--- config.mk ---
export PLATFORM = sky130hd
export DESIGN_NAME = uart_rx_edge_bit_counter_p
export DESIGN_NICKNAME = d
export VERILOG_FILES = /design/src/rtl/uart_rx_pkg.sv /design/src/rtl/uart_rx_sample_decode.sv /design/src/rtl/uart_rx_edge_bit_counter_p.sv
export SDC_FILE = /design/constraint.sdc
export NUM_CORES = 1
export LEC_CHECK = 0
export ABC_CLOCK_PERIOD_IN_PS = 2860
export CORE_MARGIN = 1
export CORE_UTILIZATION = 55
export CTS_BUF_LIST = sky130_fd_sc_hd__clkbuf_2 sky130_fd_sc_hd__clkbuf_4 sky130_fd_sc_hd__clkbuf_8
export DETAILED_ROUTE_END_ITERATION = 7
export PLACE_DENSITY_LB_ADDON = 0.25
export RECOVER_POWER = 50
export SLEW_MARGIN = 20
export SYNTH_ARGS = -nofsm -noshare
export SYNTH_HDL_FRONTEND = slang
export SYNTH_SLANG_ARGS = --single-unit
--- constraint.sdc ---
create_clock -name clk -period 2.86 [get_ports clk]
set_input_delay 0.572 -clock clk [delete_from_list [all_inputs] [get_ports clk]]
set_output_delay 0.572 -clock clk [all_outputs]
set_load 0.05 [all_outputs]
--- src/rtl/uart_rx_pkg.sv ---
//------------------------------------------------------------------------------
// Module   : uart_rx_pkg
// Purpose  : Shared types and constants for the UART RX edge/bit counter and
//            its sample-window decoder.
// Contents : state_t (IDLE, RUN, DONE), prescale/frame limits and the
//            majority-window offsets about the bit midpoint H = P/2.
// Revision : 1.0 - initial release
//------------------------------------------------------------------------------
`default_nettype none

package uart_rx_pkg;

  typedef enum logic [1:0] {
    IDLE = 2'd0,
    RUN  = 2'd1,
    DONE = 2'd2
  } state_t;

  // Prescale substituted when the requested one is illegal
  localparam int PRESCALE_DEFAULT = 16;
  // Smallest prescale that still holds a full 3-edge window
  localparam int PRESCALE_MIN     = 4;
  // Start + stop is the shortest meaningful frame
  localparam int FRAME_BITS_MIN   = 2;

  // Prescales accepted by the base build
  localparam int PRESCALE_LEGAL_A = 8;
  localparam int PRESCALE_LEGAL_B = 16;
  localparam int PRESCALE_LEGAL_C = 32;

  // Majority-window edges relative to the bit midpoint H
  localparam int SAMPLE_OFS_FIRST = -2;
  localparam int SAMPLE_OFS_MID   = -1;
  localparam int SAMPLE_OFS_LAST  = 0;

endpackage

`default_nettype wire

--- src/rtl/uart_rx_sample_decode.sv ---
//------------------------------------------------------------------------------
// Module   : uart_rx_sample_decode
// Purpose  : Combinational decode of the mid-bit majority window and the
//            end-of-bit strobe from an edge counter and a latched prescale.
//            Shared with the TX-side timing checker.
// Ports    : edge_count  in  edge index within the bit
//            prescale    in  latched prescale P (>= 4)
//            run         in  counter is actively timing a bit
//            sample_en   out edge_count in {H-2, H-1, H}
//            sample_last out edge_count == H
//            bit_done    out edge_count == P-1
// Revision : 1.0 - initial release
//------------------------------------------------------------------------------
`default_nettype none

module uart_rx_sample_decode
  import uart_rx_pkg::*;
#(
  parameter int PRESCALE_W = 6
) (
  input  logic [PRESCALE_W-1:0] edge_count,
  input  logic [PRESCALE_W-1:0] prescale,
  input  logic                  run,
  output logic                  sample_en,
  output logic                  sample_last,
  output logic                  bit_done
);

  // Negative offsets wrap modulo 2^PRESCALE_W; with P >= 4 the sums stay
  // in range, so the result is the true edge index.
  localparam logic [PRESCALE_W-1:0] c_ofs_first = PRESCALE_W'(SAMPLE_OFS_FIRST);
  localparam logic [PRESCALE_W-1:0] c_ofs_mid   = PRESCALE_W'(SAMPLE_OFS_MID);
  localparam logic [PRESCALE_W-1:0] c_ofs_last  = PRESCALE_W'(SAMPLE_OFS_LAST);

  logic [PRESCALE_W-1:0] w_half;
  logic [PRESCALE_W-1:0] w_first;
  logic [PRESCALE_W-1:0] w_mid;
  logic [PRESCALE_W-1:0] w_last;

  assign w_half  = prescale >> 1;
  assign w_first = w_half + c_ofs_first;
  assign w_mid   = w_half + c_ofs_mid;
  assign w_last  = w_half + c_ofs_last;

  assign sample_en   = run & ((edge_count == w_first) |
                              (edge_count == w_mid)   |
                              (edge_count == w_last));
  assign sample_last = run & (edge_count == w_last);
  assign bit_done    = run & (edge_count == (prescale - PRESCALE_W'(1)));

endmodule

`default_nettype wire

--- src/rtl/uart_rx_edge_bit_counter_p.sv ---
//------------------------------------------------------------------------------
// Module   : uart_rx_edge_bit_counter_p
// Purpose  : Oversampling edge/bit counter for the UART RX path. Counts edges
//            within a bit and bits within a frame, and provides the sample
//            window strobes, end-of-bit and frame completion.
// Ports    : clk         in  receive oversampling clock
//            rst         in  asynchronous active-low reset
//            enable      in  frame in progress (from RX FSM)
//            prescale    in  requested edges per bit
//            frame_bits  in  bits per frame (start+data+parity+stop)
//            edge_count  out edge index within the bit
//            bit_count   out bit index within the frame
//            sample_en   out majority window active
//            sample_last out last edge of the majority window
//            bit_done    out last edge of the bit
//            frame_done  out one-cycle pulse after the final bit
//            cfg_err     out latched prescale was illegal (16 used instead)
// Config   : UART_RX_PRESCALE_ANY_EN - accept any even prescale >= 4
//            instead of only 8/16/32.
// Revision : 1.0 - initial release
//------------------------------------------------------------------------------
`default_nettype none

module uart_rx_edge_bit_counter_p
  import uart_rx_pkg::*;
#(
  parameter int PRESCALE_W = 6,
  parameter int BIT_CNT_W  = 4
) (
  input  logic                  clk,
  input  logic                  rst,
  input  logic                  enable,
  input  logic [PRESCALE_W-1:0] prescale,
  input  logic [BIT_CNT_W-1:0]  frame_bits,
  output logic [PRESCALE_W-1:0] edge_count,
  output logic [BIT_CNT_W-1:0]  bit_count,
  output logic                  sample_en,
  output logic                  sample_last,
  output logic                  bit_done,
  output logic                  frame_done,
  output logic                  cfg_err
);

  state_t                r_state;
  logic [PRESCALE_W-1:0] r_p;
  logic [BIT_CNT_W-1:0]  r_f;

  logic                  w_legal;
  logic [PRESCALE_W-1:0] w_p_eff;
  logic [BIT_CNT_W-1:0]  w_f_eff;
  logic                  w_run;
  logic                  w_bit_last;

`ifdef UART_RX_PRESCALE_ANY_EN
  // Any even value from the minimum up; the top even code 2^W-2 is the
  // largest even value the port can carry, so no upper check is needed.
  assign w_legal = ~prescale[0] && (int'(prescale) >= PRESCALE_MIN);
`else
  assign w_legal = (int'(prescale) == PRESCALE_LEGAL_A) ||
                   (int'(prescale) == PRESCALE_LEGAL_B) ||
                   (int'(prescale) == PRESCALE_LEGAL_C);
`endif

  assign w_p_eff = w_legal ? prescale : PRESCALE_W'(PRESCALE_DEFAULT);
  assign w_f_eff = (int'(frame_bits) < FRAME_BITS_MIN) ?
                   BIT_CNT_W'(FRAME_BITS_MIN) : frame_bits;

  assign w_run      = (r_state == RUN);
  assign w_bit_last = (bit_count == (r_f - BIT_CNT_W'(1)));

  // Strobes decode the registered counters against the latched prescale,
  // so they are glitch-free relative to clk and low outside RUN.
  uart_rx_sample_decode #(
    .PRESCALE_W (PRESCALE_W)
  ) u_decode (
    .edge_count  (edge_count),
    .prescale    (r_p),
    .run         (w_run),
    .sample_en   (sample_en),
    .sample_last (sample_last),
    .bit_done    (bit_done)
  );

  always_ff @(posedge clk or negedge rst) begin
    if (!rst) begin
      r_state    <= IDLE;
      r_p        <= PRESCALE_W'(PRESCALE_DEFAULT);
      r_f        <= BIT_CNT_W'(FRAME_BITS_MIN);
      edge_count <= '0;
      bit_count  <= '0;
      frame_done <= 1'b0;
      cfg_err    <= 1'b0;
    end else begin
      frame_done <= 1'b0;
      case (r_state)
        IDLE: begin
          edge_count <= '0;
          bit_count  <= '0;
          if (enable) begin
            // Configuration is sampled only here; later input changes
            // cannot disturb a frame in flight.
            r_p     <= w_p_eff;
            r_f     <= w_f_eff;
            cfg_err <= ~w_legal;
            r_state <= RUN;
          end
        end
        RUN: begin
          if (!enable) begin
            edge_count <= '0;
            bit_count  <= '0;
            r_state    <= IDLE;
          end else if (bit_done) begin
            edge_count <= '0;
            if (w_bit_last) begin
              bit_count  <= '0;
              frame_done <= 1'b1;
              r_state    <= DONE;
            end else begin
              bit_count <= bit_count + BIT_CNT_W'(1);
            end
          end else begin
            edge_count <= edge_count + PRESCALE_W'(1);
          end
        end
        DONE: begin
          edge_count <= '0;
          bit_count  <= '0;
          if (!enable) begin
            r_state <= IDLE;
          end
        end
        default: begin
          edge_count <= '0;
          bit_count  <= '0;
          r_state    <= IDLE;
        end
      endcase
    end
  end

endmodule

`default_nettype wire
==> results.md, run 1 <==
- The number of H-tree levels is 1.
- The combinational share of power is 16.9%.
- In this run the worst hold path is classified as flip-flop to flip-flop.
- Summing all multi-input logic gate instances after layout gives 1040 um^2.
- After detailed routing, the wire length on met1 is 1604 um.
- The number of antenna-violating nets in the routed design is 0.
- In this run the worst path has a maximum fanout of 7.
- Setup repair after global routing left no endpoint under its margin.
- After the flow finishes, the layout carries non-filler instances totaling between 200 and 250.
- Final hold analysis gives a worst-case slack of 519.1 ps.
- In the final routed layout, each cell accounts on average for 15.43 um.
- The starting density of the core is between 50% and 60%.
- No sink is reached through more buffers than the 2 on the longest clock path.
- The worst register-to-register path begins at r_f[1].
- The number of rows created at floorplan is 19.
- The layout net count is between 200 and 250.
- The max-capacitance violation count is 0.
- At the worst endpoint, the arrival time is 2170 ps.
- The root cell of the clock tree is sky130_fd_sc_hd__clkbuf_4.
- The routed wire length on met2 is 1819 um.
- The total net switching power is 0.1901 mW.
- The reg-to-reg endpoint is bit_count[3].
- The launching element type of the critical path is a flip-flop.
- The number of buffer cells added on primary ports is 27.
- The fraction of power consumed by sequential logic is 49.4%.
- Across the VDD grid, the largest voltage drop is 0.0002876 V.
- The synthesized area divided by synthesized cell count is 9.420 um^2.
- The number of global-route vias before repair is roughly 1400.
- The launch point of the worst path is r_p[3].
- Derived from the worst setup path, the maximum achievable clock frequency is 365.1 MHz.
- The final estimated routing congestion in global placement is between 0.8 and 0.9.
- The post-synthesis sequential area ratio is a little over a third.
- The clock latency on the worst-skew pair is 320 ps.
- The number of nets in the synthesized netlist is 197.
- The async set-or-reset flop fraction in the synthesized netlist is 100.0%.
- Summing all flip-flop and latch instances after layout gives 604.3 um^2.
- The type of destination of the critical path is an output port.
- Setup violations remaining at the end of the flow were counted as 0.
- The setup slack on the worst flop-to-flop path is roughly 740 ps.
- The finished cells cover 2081 um^2.
- After detailed routing, the met3 layer carries 130 um of wire.
- The flow ran to the end, but the final reports show violations.
- The CTS clock-pin slew for the worst setup and hold paths is 140 ps.
- The cell depth of the worst hold path is 1.
- The cell count after placement is 228.
- The count of pins on the block boundary is 28.
- On the worst path, the slowest cell contributes a delay of 500 ps.
- The number of synthesized register bits is 24.
- The critical path goes through inv_2 > ha_4 > or2b_1 > a21oi_1 > a311oi_2 > o21ai_0 > a31oi_1 > buf_12.
- Global routing used around a quarter of the available tracks.
- In this run, synthesis inferred 0 flip-flops with an integrated enable.
- The max-slew violation total from the final report was 0.
- The reported leakage power is 0.8719 nW.
- The synthesized netlist cell count is 176.
- Cells fill 74.17% of the core in the end.
- Measured against its own limit, the worst slew margin works out to around 17%.
- Leaving out fill and tap cells, the most frequent cell in the layout is sky130_fd_sc_hd__clkdlybuf4s50_1.
- The cell-internal power is 0.5533 mW.
- Using the TritonRoute via totals, the vias-per-cell ratio works out to just under 6.
- The number of antenna diodes in the final layout is 0.
- The final critical delay including setup and external delays is between 2000 and 3000 ps.
- The first-pass iteration count of the detailed router is 6.
- By startpoint and endpoint, the worst setup path is classified as flip-flop to output port.
- The overall via count from detail_route is 1354.
- After detailed routing, the number of remaining DRC violations is 4.
- For the pin with the worst max-slew slack, the measured transition is ~1200 ps.
- The sum of negative setup slack is 0 ps.
- The total routed wirelength is 3595 um.
- The predominant post-synthesis flop cell is sky130_fd_sc_hd__dfrtp_1.
- The initial antenna violation count is 0.
- The master of the slowest instance on the critical path is sky130_fd_sc_hd__dfrtp_2.
- Measured in cells, the most critical reg-to-reg path has a length of 7.
- Leaving out fill and tap cells, the most frequent cells in the layout are sky130_fd_sc_hd__clkdlybuf4s50_1, sky130_fd_sc_hd__dfrtp_1, sky130_fd_sc_hd__xnor2_1, sky130_fd_sc_hd__nand2_1, sky130_fd_sc_hd__nor2_1.
- The total overflow left after global routing is 0.
- The capture endpoint of the worst hold path is cfg_err.
- The number of sinks on the clock net is 24.
- The CTS tree is done.
- The number of violations reported at the end of detailed-routing iteration 0 is 66.
- The standard cell area after detailed placement is 1958 um^2.
- The area enclosed by the die boundary is 3238 um^2.
- Dividing the final minimum period by the clock period gives 95.77%.
- Across the routed clock network, the largest skew measured is 0.9098 ps.
- The largest net degree at the start of global routing is 25.
- The core outline area is 2805 um^2.
- The hold violation count in the final report came to 0.
- The power share of the clock group is 33.7%.
- The cell area after synthesis is 1658 um^2.
- The checks that failed: design-rule violations.
- The synthesis warning total is 0.
- The HPWL reported at the end of detailed placement is 2714 um.
- Counting the fill cells in the layout gives approximately 200.
- The ratio of cells with drive above 1 in the final layout is 13.37%.
- The power density normalized to cell area is 357.2 nW/um^2.
- The count of distinct cell types in the synthesized netlist is 44.
- TritonCTS created 3 clock buffers.
- The overall die height is 56.90 um.
- The count of hold-fix buffers inserted at cts is 0.
- In this run the most critical hold path is launched from cfg_err.
- The die is between 50 and 60 um wide.
- The switching portion of total power is between 20 and 30%.
- The first global-routing pass estimated 6092 um of wire.
- At the worst endpoint, the required time is 2290 ps.
- Routed signal wires occupy layers up through met4.
- The layout overhead on the synthesized area is 25.51%.
metal layers:
| metal | vias up | global-route usage (%) |
|---|---|---|
| li1 | 670 | - |
| met1 | 646 | 31.21 |
| met2 | 33 | 41.68 |
| met3 | 5 | 3.687 |
| met4 | 0 | 6.620 |
| met5 | - | 0 |
synthesized netlist by cell type (2+ instances only):
cell,instances,area share [%]
sky130_fd_sc_hd__a21oi_1,6,1.8
sky130_fd_sc_hd__a311oi_1,2,1.1
sky130_fd_sc_hd__a31oi_1,2,0.75
sky130_fd_sc_hd__a32o_1,2,1.2
sky130_fd_sc_hd__and3_1,4,1.5
sky130_fd_sc_hd__buf_2,2,0.60
sky130_fd_sc_hd__buf_6,3,2.0
sky130_fd_sc_hd__clkbuf_1,2,0.45
sky130_fd_sc_hd__dfrtp_1,22,33
sky130_fd_sc_hd__dfstp_2,2,3.2
sky130_fd_sc_hd__ha_1,8,6.0
sky130_fd_sc_hd__inv_1,9,2.0
sky130_fd_sc_hd__nand2_1,13,2.9
sky130_fd_sc_hd__nand2b_1,7,2.6
sky130_fd_sc_hd__nand3_1,5,1.5
sky130_fd_sc_hd__nor2_1,13,2.9
sky130_fd_sc_hd__nor3_1,10,3.0
sky130_fd_sc_hd__nor3b_1,3,1.4
sky130_fd_sc_hd__nor4_1,2,0.75
sky130_fd_sc_hd__o211ai_1,2,0.91
sky130_fd_sc_hd__o21ai_0,8,2.4
sky130_fd_sc_hd__xnor2_1,14,7.4
sky130_fd_sc_hd__xnor2_2,2,2.0
sky130_fd_sc_hd__xor2_1,13,6.9
worst max path at each step:
stage / endpoint / cells past startpoint
after floorplan: sample_en / 4
after global placement: sample_en / 7
after detailed placement: bit_done / 7
after CTS: sample_en / 8
after global routing: sample_en / 8
final: sample_en / 8
per-stage QoR:
step	setup WS (ps)	power (mW)
after floorplan	31.06	0.4489
after global placement	310.7	0.4908
after detailed placement	239.8	0.4964
after CTS	17.89	0.7449
after global routing	22.89	0.7692
final	120.8	0.7433
cell type report:
cell class	count	area share [%]
inverters	9	1.624
multi-input cells	136	49.97
clock inverters	1	1.443
repair buffers	29	14.97
well taps	31	1.864
flip-flops and latches	24	29.04
clock buffers	3	1.082
logic make-up (layout without fill, tap and decap cells):
| kind of cell | count (synthesis) | count (layout) | share of synthesized area [%] |
|---|---|---|---|
| flops | 24 | 24 | 36.38 |
| buf+inv | 16 | 42 | 5.132 |
| xor+xnor | 30 | 30 | 17.66 |
| fa+ha+maj | 8 | 8 | 6.038 |
| simple gates | 66 | 66 | 20.83 |
| compound gates | 32 | 32 | 13.96 |
timing repair:
item / 4_1_cts / 5_1_grt
endpoints found under the setup margin: 2 / 2
resized for setup: 3 / 12
pin swaps: 2 / 3
setup buffers: 0 / 1
worst max-delay path: cells and delay by family (launching register included):
family / cells / cell delay [ps]
simple gates: 1 / 140
flops: 1 / 500
fa+ha+maj: 1 / 180
compound gates: 4 / 730
buf+inv: 2 / 310
power groups by stage:
stage,Sequential [mW],Combinational [mW],Clock (mW)
global placement,0.372,0.119,0
finish,0.367,0.126,0.251
CTS,0.367,0.124,0.254
detailed placement,0.373,0.123,0
floorplan,0.375,0.0741,0
global route,0.369,0.138,0.262
state kept, by name, summed over array words and instances, names as in the netlist:
signal	cells
cfg_err	1
r_f	4
bit_count	4
edge_count	6
r_p	6
frame_done	1
r_state	2
(Power assumes the default switching activity.)
==> run 2, diff against run 1 <==
--- a/config.mk
+++ b/config.mk
@@ -7,7 +7,7 @@
 export LEC_CHECK = 0
 export ABC_CLOCK_PERIOD_IN_PS = 2860
 export CORE_MARGIN = 1
-export CORE_UTILIZATION = 55
+export CORE_UTILIZATION = 30
 export CTS_BUF_LIST = sky130_fd_sc_hd__clkbuf_2 sky130_fd_sc_hd__clkbuf_4 sky130_fd_sc_hd__clkbuf_8
 export DETAILED_ROUTE_END_ITERATION = 7
 export PLACE_DENSITY_LB_ADDON = 0.25
==> run 2 against run 1 <==
Net effect:
- the run now ends clean
- critical path depth unchanged
- combinational power about the same
- count of clock-buffer cells in the layout unchanged
- register-to-register slack got worse by 140 ps
- setup slack improved by 40 ps
- sequential power about the same
- final cell count increased by 18%
- total power increased by 6.4%
- cell area increased by 1.7%
- sequential cell count unchanged
- clock skew increased by 9.1 ps
- via count decreased by 2.2%
- largest cell class unchanged
- highest routed layer unchanged
==> results.md, run 2 (same netlist as run 1, synthesis figures left out) <==
- The flow ran to the end, and the final reports show no timing, DRC or antenna violations.
- The type of the worst setup path is flip-flop to output port.
- The setup slack on the worst flop-to-flop path is approximately 600 ps.
- The standard cell area after detailed placement is 2029 um^2.
- The capture endpoint of the worst hold path is cfg_err.
- The max-slew violation total from the final report is 0.
- The critical-path maximum fanout is 5.
- The layout overhead on the synthesized area is 27.62%.
- The clock network burns approximately two fifths of the power.
- Setup repair after global routing left no endpoint under its margin.
- The number of gates resized after CTS is 0.
- The number of cells on the worst reg-to-reg path is 8.
- The max-capacitance violation count is 0.
- Dividing total power by cell area gives a power density of between 300 and 400 nW/um^2.
- The hold path startpoint is cfg_err.
- Once placement completed, the tool counted placed cells totaling 270.
- Measured against its own limit, the worst slew margin works out to between 10% and 20%.
- The initial utilization of the core area, before any placement, comes to 31.85%.
- The die covers 5827 um^2.
- The post-route netlist has 11.76% of its cells at a drive strength greater than 1.
- The count of pins on the block boundary is 28.
- The initial antenna violation count came to 0.
- The hold violation count in the final report came to 0.
- The worst path required time is roughly 2300 ps.
- The core outline area is 5205 um^2.
- After layout, the worst path uses 94.39% of the clock period.
- The clock latency on the worst-skew pair is 270 ps.
- The total net switching power is 0.1919 mW.
- In this run, the combinational gates consume 15.6% of the power.
- Counting every sink on the clock net gives 24.
- The x dimension of the die is ~76 um.
- In this run, post-CTS hold repair placed 0 buffers.
- Dividing the detail-routed wire length by the instance count gives 13.14 um.
- For the worst setup path, the data arrival time is 2130 ps.
- The tree is rooted in a sky130_fd_sc_hd__clkbuf_8.
- The cell-internal power is about 0.6 mW.
- The floorplan has 26 rows.
- The critical path goes through inv_2 > ha_2 > nand2b_1 > a21oi_1 > a311oi_1 > o2111ai_1 > a31oi_2 > buf_12.
- The number of antenna-violating nets in the routed design is 0.
- The power after layout is slightly below 0.8 mW.
- Leaving out fill and tap cells, the most frequent cell in the layout is sky130_fd_sc_hd__clkdlybuf4s50_1.
- With fillers left out, the area of the finished cells amounts to 2116 um^2.
- The final critical delay including setup and external delays is 2700 ps.
- The highest clock rate is 370.4 MHz.
- The worst slack after detailed placement is roughly 340 ps.
- After the last flow step, the layout net total stands at ~230.
- In the final layout, the registers with the most flip-flops are edge_count x6, r_p x6.
- After global routing the overflow that remains totals 0.
- The total routed wirelength is 3599 um.
- In this run the deepest clock path goes through 2 buffers.
- The TritonCTS buffer count is 3.
- The reported leakage power is 0.8743 nW.
- The overall via count from detail_route is around 1300.
- After filler insertion, the fill cell instance count of the layout stands at about 540.
- Input and output buffers added on the ports amount to 27.
- The startpoint identified for the worst register-to-register timing path is r_p[2].
- Dividing the detail-routed via count by the number of cells gives 4.832.
- The reg-to-reg endpoint is bit_count[0].
- Summed over all nets, the half-perimeter wirelength after detailed placement is 2777 um.
- Excluding fillers, the count of instances in the completed layout stands at between 200 and 300.
- The first TritonRoute pass finished after 4 iterations.
- 0 antenna diodes ended up in the layout.
- The top cell types in the final layout, fill and taps aside, are sky130_fd_sc_hd__clkdlybuf4s50_1, sky130_fd_sc_hd__dfrtp_1, sky130_fd_sc_hd__xnor2_1.
- In this run switching power makes up between 20% and 30% of total power.
- Entering global routing, the biggest net connects 25 pins.
- The number of buffers and inverters on the critical path is 2.
- The worst setup path is captured at an output port.
- The count of final setup violators is 0.
- Among all stages on the critical path, the largest delay is contributed by sky130_fd_sc_hd__dfrtp_1.
- At the pin with the least slew margin, the transition time is 1322 ps.
- The worst setup path is launched from a flip-flop.
- The first global-routing pass estimated 6244 um of wire.
- In this design, the largest share of critical-path delay is due to compound AO/OA/AOI/OAI gates.
- The maximum cell stage delay along the critical path is 440 ps.
- The share of total power dissipated in sequential elements is 46.3%.
- In this run the number of H-tree levels came out at 1.
- The die is roughly 76 um tall.
- The largest clock skew in the final design is 10.05 ps.
- The cell depth of the worst hold path is 1.
- The congestion estimate from routability-driven global placement came to 0.8214.
- The post-CTS setup-driven buffer insertion count is 0.
- The number of global-route vias before repair is approximately 1300.
- Across all setup checks in the final design, the least slack found is 160.4 ps.
- TritonCTS built the clock tree.
- The highest ir drop seen on vdd is 0.0003034 V.
- The first routing iteration left 57 violations.
- After detailed routing, the number of remaining DRC violations is 0.
- The CTS clock-pin slew for the worst setup and hold paths is 90 ps.
- The sum of negative setup slack is 0 ps.
- Global routing used 13.19% of the available tracks across all layers.
- The tightest min-delay check is of the flip-flop to flip-flop type.
[run 2: power groups by stage]
stage	sequential [mW]	clock [mW]	combinational [mW]
2_1_floorplan	0.375	0	0.0741
3_3_place_gp	0.373	0	0.124
3_5_place_dp	0.373	0	0.126
4_1_cts	0.367	0.307	0.126
5_1_grt	0.369	0.318	0.138
6_report	0.366	0.301	0.123
[run 2: routing by layer]
| metal | GRT usage, % | vias up | wire length (um) |
|---|---|---|---|
| li1 | - | 677 | - |
| met1 | 18.24 | 622 | 1817 |
| met2 | 21.80 | 23 | 1661 |
| met3 | 2.515 | 2 | 104 |
| met4 | 1.731 | 0 | 15 |
| met5 | 0 | - | 0 |
[run 2: cell type report]
type                    count  area [um^2]  share of cell area (%)
clock buffers               3        41.29                   1.952
clock inverters             1        30.03                   1.419
inverters                   9        33.78                   1.597
multi-input cells         136        996.0                   47.07
flip-flops and latches     24        604.3                   28.56
well taps                  70        87.58                   4.140
repair buffers             31        322.8                   15.26
[run 2: how the worst max path moves through the flow]
stage | slack (ps) | cells past startpoint | to | start
floorplan | 30 | 4 | sample_en | edge_count[4]
global placement | 370 | 8 | sample_en | r_p[3]
detailed placement | 340 | 8 | sample_en | r_p[2]
CTS | 8 | 8 | sample_en | r_p[3]
global route | 0.9 | 8 | sample_en | r_p[2]
finish | 160 | 8 | sample_en | r_p[2]
[run 2: metrics by stage]
stage	utilization, %	hold WS [ps]
after floorplan	-	276.4
after global placement	38.99	485.5
after detailed placement	38.99	484.2
after CTS	40.36	515.0
after global routing	40.65	524.6
final	40.65	508.8
==> run 3, diff against run 2 <==
--- a/config.mk
+++ b/config.mk
@@ -7,11 +7,10 @@
 export LEC_CHECK = 0
 export ABC_CLOCK_PERIOD_IN_PS = 2860
 export CORE_MARGIN = 1
-export CORE_UTILIZATION = 30
+export CORE_UTILIZATION = 55
 export CTS_BUF_LIST = sky130_fd_sc_hd__clkbuf_2 sky130_fd_sc_hd__clkbuf_4 sky130_fd_sc_hd__clkbuf_8
 export DETAILED_ROUTE_END_ITERATION = 7
 export PLACE_DENSITY_LB_ADDON = 0.25
-export RECOVER_POWER = 50
 export SLEW_MARGIN = 20
 export SYNTH_ARGS = -nofsm -noshare
 export SYNTH_HDL_FRONTEND = slang
==> run 3 against run 2 <==
Net effect:
- the flow now finishes with violations (design-rule violations)
- fmax shrank 1.5%
- critical path depth unchanged
- count of clock-buffer cells in the layout is the same
- final cell count shrank 15%
- sequential share of layout area rose by 0.43 points
- clock power is 17% lower
- global-route usage increased by 11 points
- combinational power is 3% higher
- highest routed layer unchanged
- critical endpoint unchanged
- setup slack worse by 40 ps
- sequential power barely moved
==> results.md, run 3 (same netlist as run 1, synthesis figures left out) <==
- Relative to the synthesized area, the layout overhead comes to 25.74%.
- The count of nets left with antenna violations once routing finished came out at 0.
- Dividing the final minimum period by the clock period gives 95.79%.
- Across all layers, the routed design uses ~1400 vias.
- Global routing used 24.04% of the available tracks across all layers.
- The run finished, with violations left.
- On the final layout, the worst clock skew is 0.9098 ps.
- The number of antenna diodes in the final layout is 0.
- For this design the ratio of total power to cell area is 357.2 nW/um^2.
- The power after layout is ~0.74 mW.
- After detailed placement, the design holds a cell count of 228.
- Measured along the x axis, the die boundary spans 56.90 um.
- In this run the worst path has a maximum fanout of 7.
- Setup repair after global routing left no endpoint under its margin.
- Dividing the detail-routed via count by the number of cells gives 5.811.
- The CTS tree is done.
- The wire-length estimate of the detail-placed layout is 2714 um.
- The worst slack after detailed placement is 239.8 ps.
- The ratio of cells with drive above 1 in the final layout is 13.86%.
- The worst slew margin relative to its limit is 56.22%.
- The first-pass iteration count of the detailed router is 6.
- After routing, the total negative slack on setup checks comes to 0 ps.
- The final core utilization is 74.31%.
- The number of rows created at floorplan is 19.
- Summed over all layers, the global routing overflow is 0.
- The largest registers in the layout are edge_count x6, r_p x6.
- The count of final setup violators is 0.
- The final estimated routing congestion in global placement is 0.8555.
- The worst setup path is captured at an output port.
- The max-slew violation total from the final report is 0.
- Dividing the detail-routed wire length by the instance count gives 15.45 um.
- The highest ir drop seen on vdd is around 0.00029 V.
- The count of cells in the finished layout, fillers not included, comes to 233.
- The topmost layer with routed signal wires is met4.
- Across all setup checks in the final design, the least slack found is 120.5 ps.
- The area enclosed by the die boundary is roughly 3200 um^2.
- The number of global-route vias before repair is 1365.
- Port buffering added 27 buffers.
- At the pin with the least slew margin, the transition time is 654.3 ps.
- The master of the slowest instance on the critical path is sky130_fd_sc_hd__dfrtp_2.
- The maximum cell stage delay along the critical path is 500 ps.
- The initial utilization of the core area, before any placement, comes to 59.10%.
- The largest net degree at the start of global routing is 25.
- The area of the multi-input gates is 1040 um^2.
- The post-detailed-route DRC marker count is 4.
- The global-route wire length before repair is 6092 um.
- The routed design uses 130 um of met3 wire.
- The launching element type of the critical path is a flip-flop.
- Wires add up to 3599 um.
- On the critical path the largest part of the delay comes from compound AO/OA/AOI/OAI gates.
- The root cell of the clock tree is sky130_fd_sc_hd__clkbuf_4.
- The max-capacitance violation count is 0.
- After clock tree synthesis, the clock-pin slew on the worst setup and hold paths is 140 ps.
- The reported leakage power is 0.8750 nW.
- STA puts the critical path data required time at 2290 ps.
- For this run, the top clock speed supported by timing is 365.0 MHz.
- The layout net count is 224.
- Walking the worst path, the cells encountered are inv_2 > ha_4 > or2b_1 > a21oi_1 > a311oi_2 > o21ai_0 > a31oi_1 > buf_12.
- The hold violation count in the final report is 0.
- Clock tree synthesis found a total of 24 sinks.
- In the layout the commonest cells are sky130_fd_sc_hd__clkdlybuf4s50_1, sky130_fd_sc_hd__dfrtp_1, sky130_fd_sc_hd__xnor2_1, sky130_fd_sc_hd__nand2_1, sky130_fd_sc_hd__nor2_1.
- The area taken by flip-flops and latches is 604.3 um^2.
- No sink is reached through more buffers than the 2 on the longest clock path.
- The number of clock buffers added by TritonCTS is 3.
- The overall die height is 56.90 um.
- After detailed routing, the met2 layer carries 1819 um of wire.
- The met1 wire length is 1607 um.
- The number of H-tree levels is 1.
- Counting the fill cells in the layout gives just over 200.
- The final critical delay including setup and external delays is 2740 ps.
- The number of buffers and inverters on the critical path is 2.
- The data arrival time of the critical path is 2170 ps.
- The core outline area is between 2000 and 3000 um^2.
- The type of the worst setup path is flip-flop to output port.
- The detailed router finished its first iteration with 67 violations.
- In this run the worst hold path is classified as flip-flop to flip-flop.
- The clock latency on the worst-skew pair is 320 ps.
- The initial antenna violation count is 0.
- The final reports fail on design-rule violations.
- In this run the count of I/O pins placed on the die edge is 28.
- Leaving out fill and tap cells, the most frequent cell in the layout is sky130_fd_sc_hd__clkdlybuf4s50_1.
[run 3: cell types whose count changed in the layout (fill, tap and decap cells not counted), moves of 2 or more]
cell | before | now
sky130_fd_sc_hd__clkbuf_1 | 2 | 0
sky130_fd_sc_hd__clkbuf_4 | 0 | 3
sky130_fd_sc_hd__clkbuf_8 | 3 | 0
sky130_fd_sc_hd__clkdlybuf4s50_1 | 22 | 24
sky130_fd_sc_hd__dlygate4sd3_1 | 2 | 0
[run 3: per-stage QoR]
| stage | instance area (um^2) | hold WS (ps) |
|---|---|---|
| floorplan | 1663 | 276.4 |
| global placement | 1958 | 481.1 |
| detailed placement | 1958 | 487.9 |
| CTS | 2014 | 524.0 |
| global route | 2085 | 548.2 |
| finish | 2085 | 519.1 |
[run 3: repair_timing]
| item | in CTS | in global routing |
|---|---|---|
| cloned | 0 | 0 |
| endpoints found under the setup margin | 2 | 2 |
| pin swaps | 2 | 3 |
| hold buffers | 0 | 0 |
| buffers inserted | 0 | 1 |
| gates resized for setup | 3 | 12 |
| endpoints found under the hold margin | 0 | 0 |
[run 3: layout make-up]
type                    instances  area share, %
clock inverters                 1          1.441
flip-flops and latches         24          28.99
repair buffers                 29          15.13
inverters                       9          1.621
clock buffers                   3          1.080
well taps                      31          1.861
multi-input cells             136          49.88
[run 3: worst register-to-register path, stage by stage, from the launching register on]
cell,delay (ps)
sky130_fd_sc_hd__dfstp_2,550
sky130_fd_sc_hd__inv_1,60
sky130_fd_sc_hd__ha_1,190
sky130_fd_sc_hd__xor3_1,340
sky130_fd_sc_hd__nor3_1,260
sky130_fd_sc_hd__a21oi_1,120
sky130_fd_sc_hd__o311a_1,300
sky130_fd_sc_hd__a41o_1,200
[run 3: final timing paths]
kind / end / startpoint / cells after the start / slack (ps)
max: sample_en / r_p[3] / 8 / 120
min: cfg_err / cfg_err / 1 / 520
max reg2reg: bit_count[3] / r_f[1] / 7 / 740
min reg2reg: cfg_err / cfg_err / 1 / 520
max in group asynchronous: r_p[4] / rst / 2 / 1990
min in group asynchronous: edge_count[4] / rst / 2 / 590
[run 3: metal layers]
| metal | global-route usage [%] | vias to the layer above |
|---|---|---|
| met3 | 3.687 | 5 |
| li1 | - | 670 |
| met5 | 0 | - |
| met2 | 41.68 | 33 |
| met1 | 31.21 | 646 |
| met4 | 6.620 | 0 |
[run 3: power breakdown]
part	internal (mW)	switching [mW]	total (mW)
Clock	0.142	0.109	0.251
Sequential	0.353	0.0141	0.367
Combinational	0.0598	0.0671	0.127
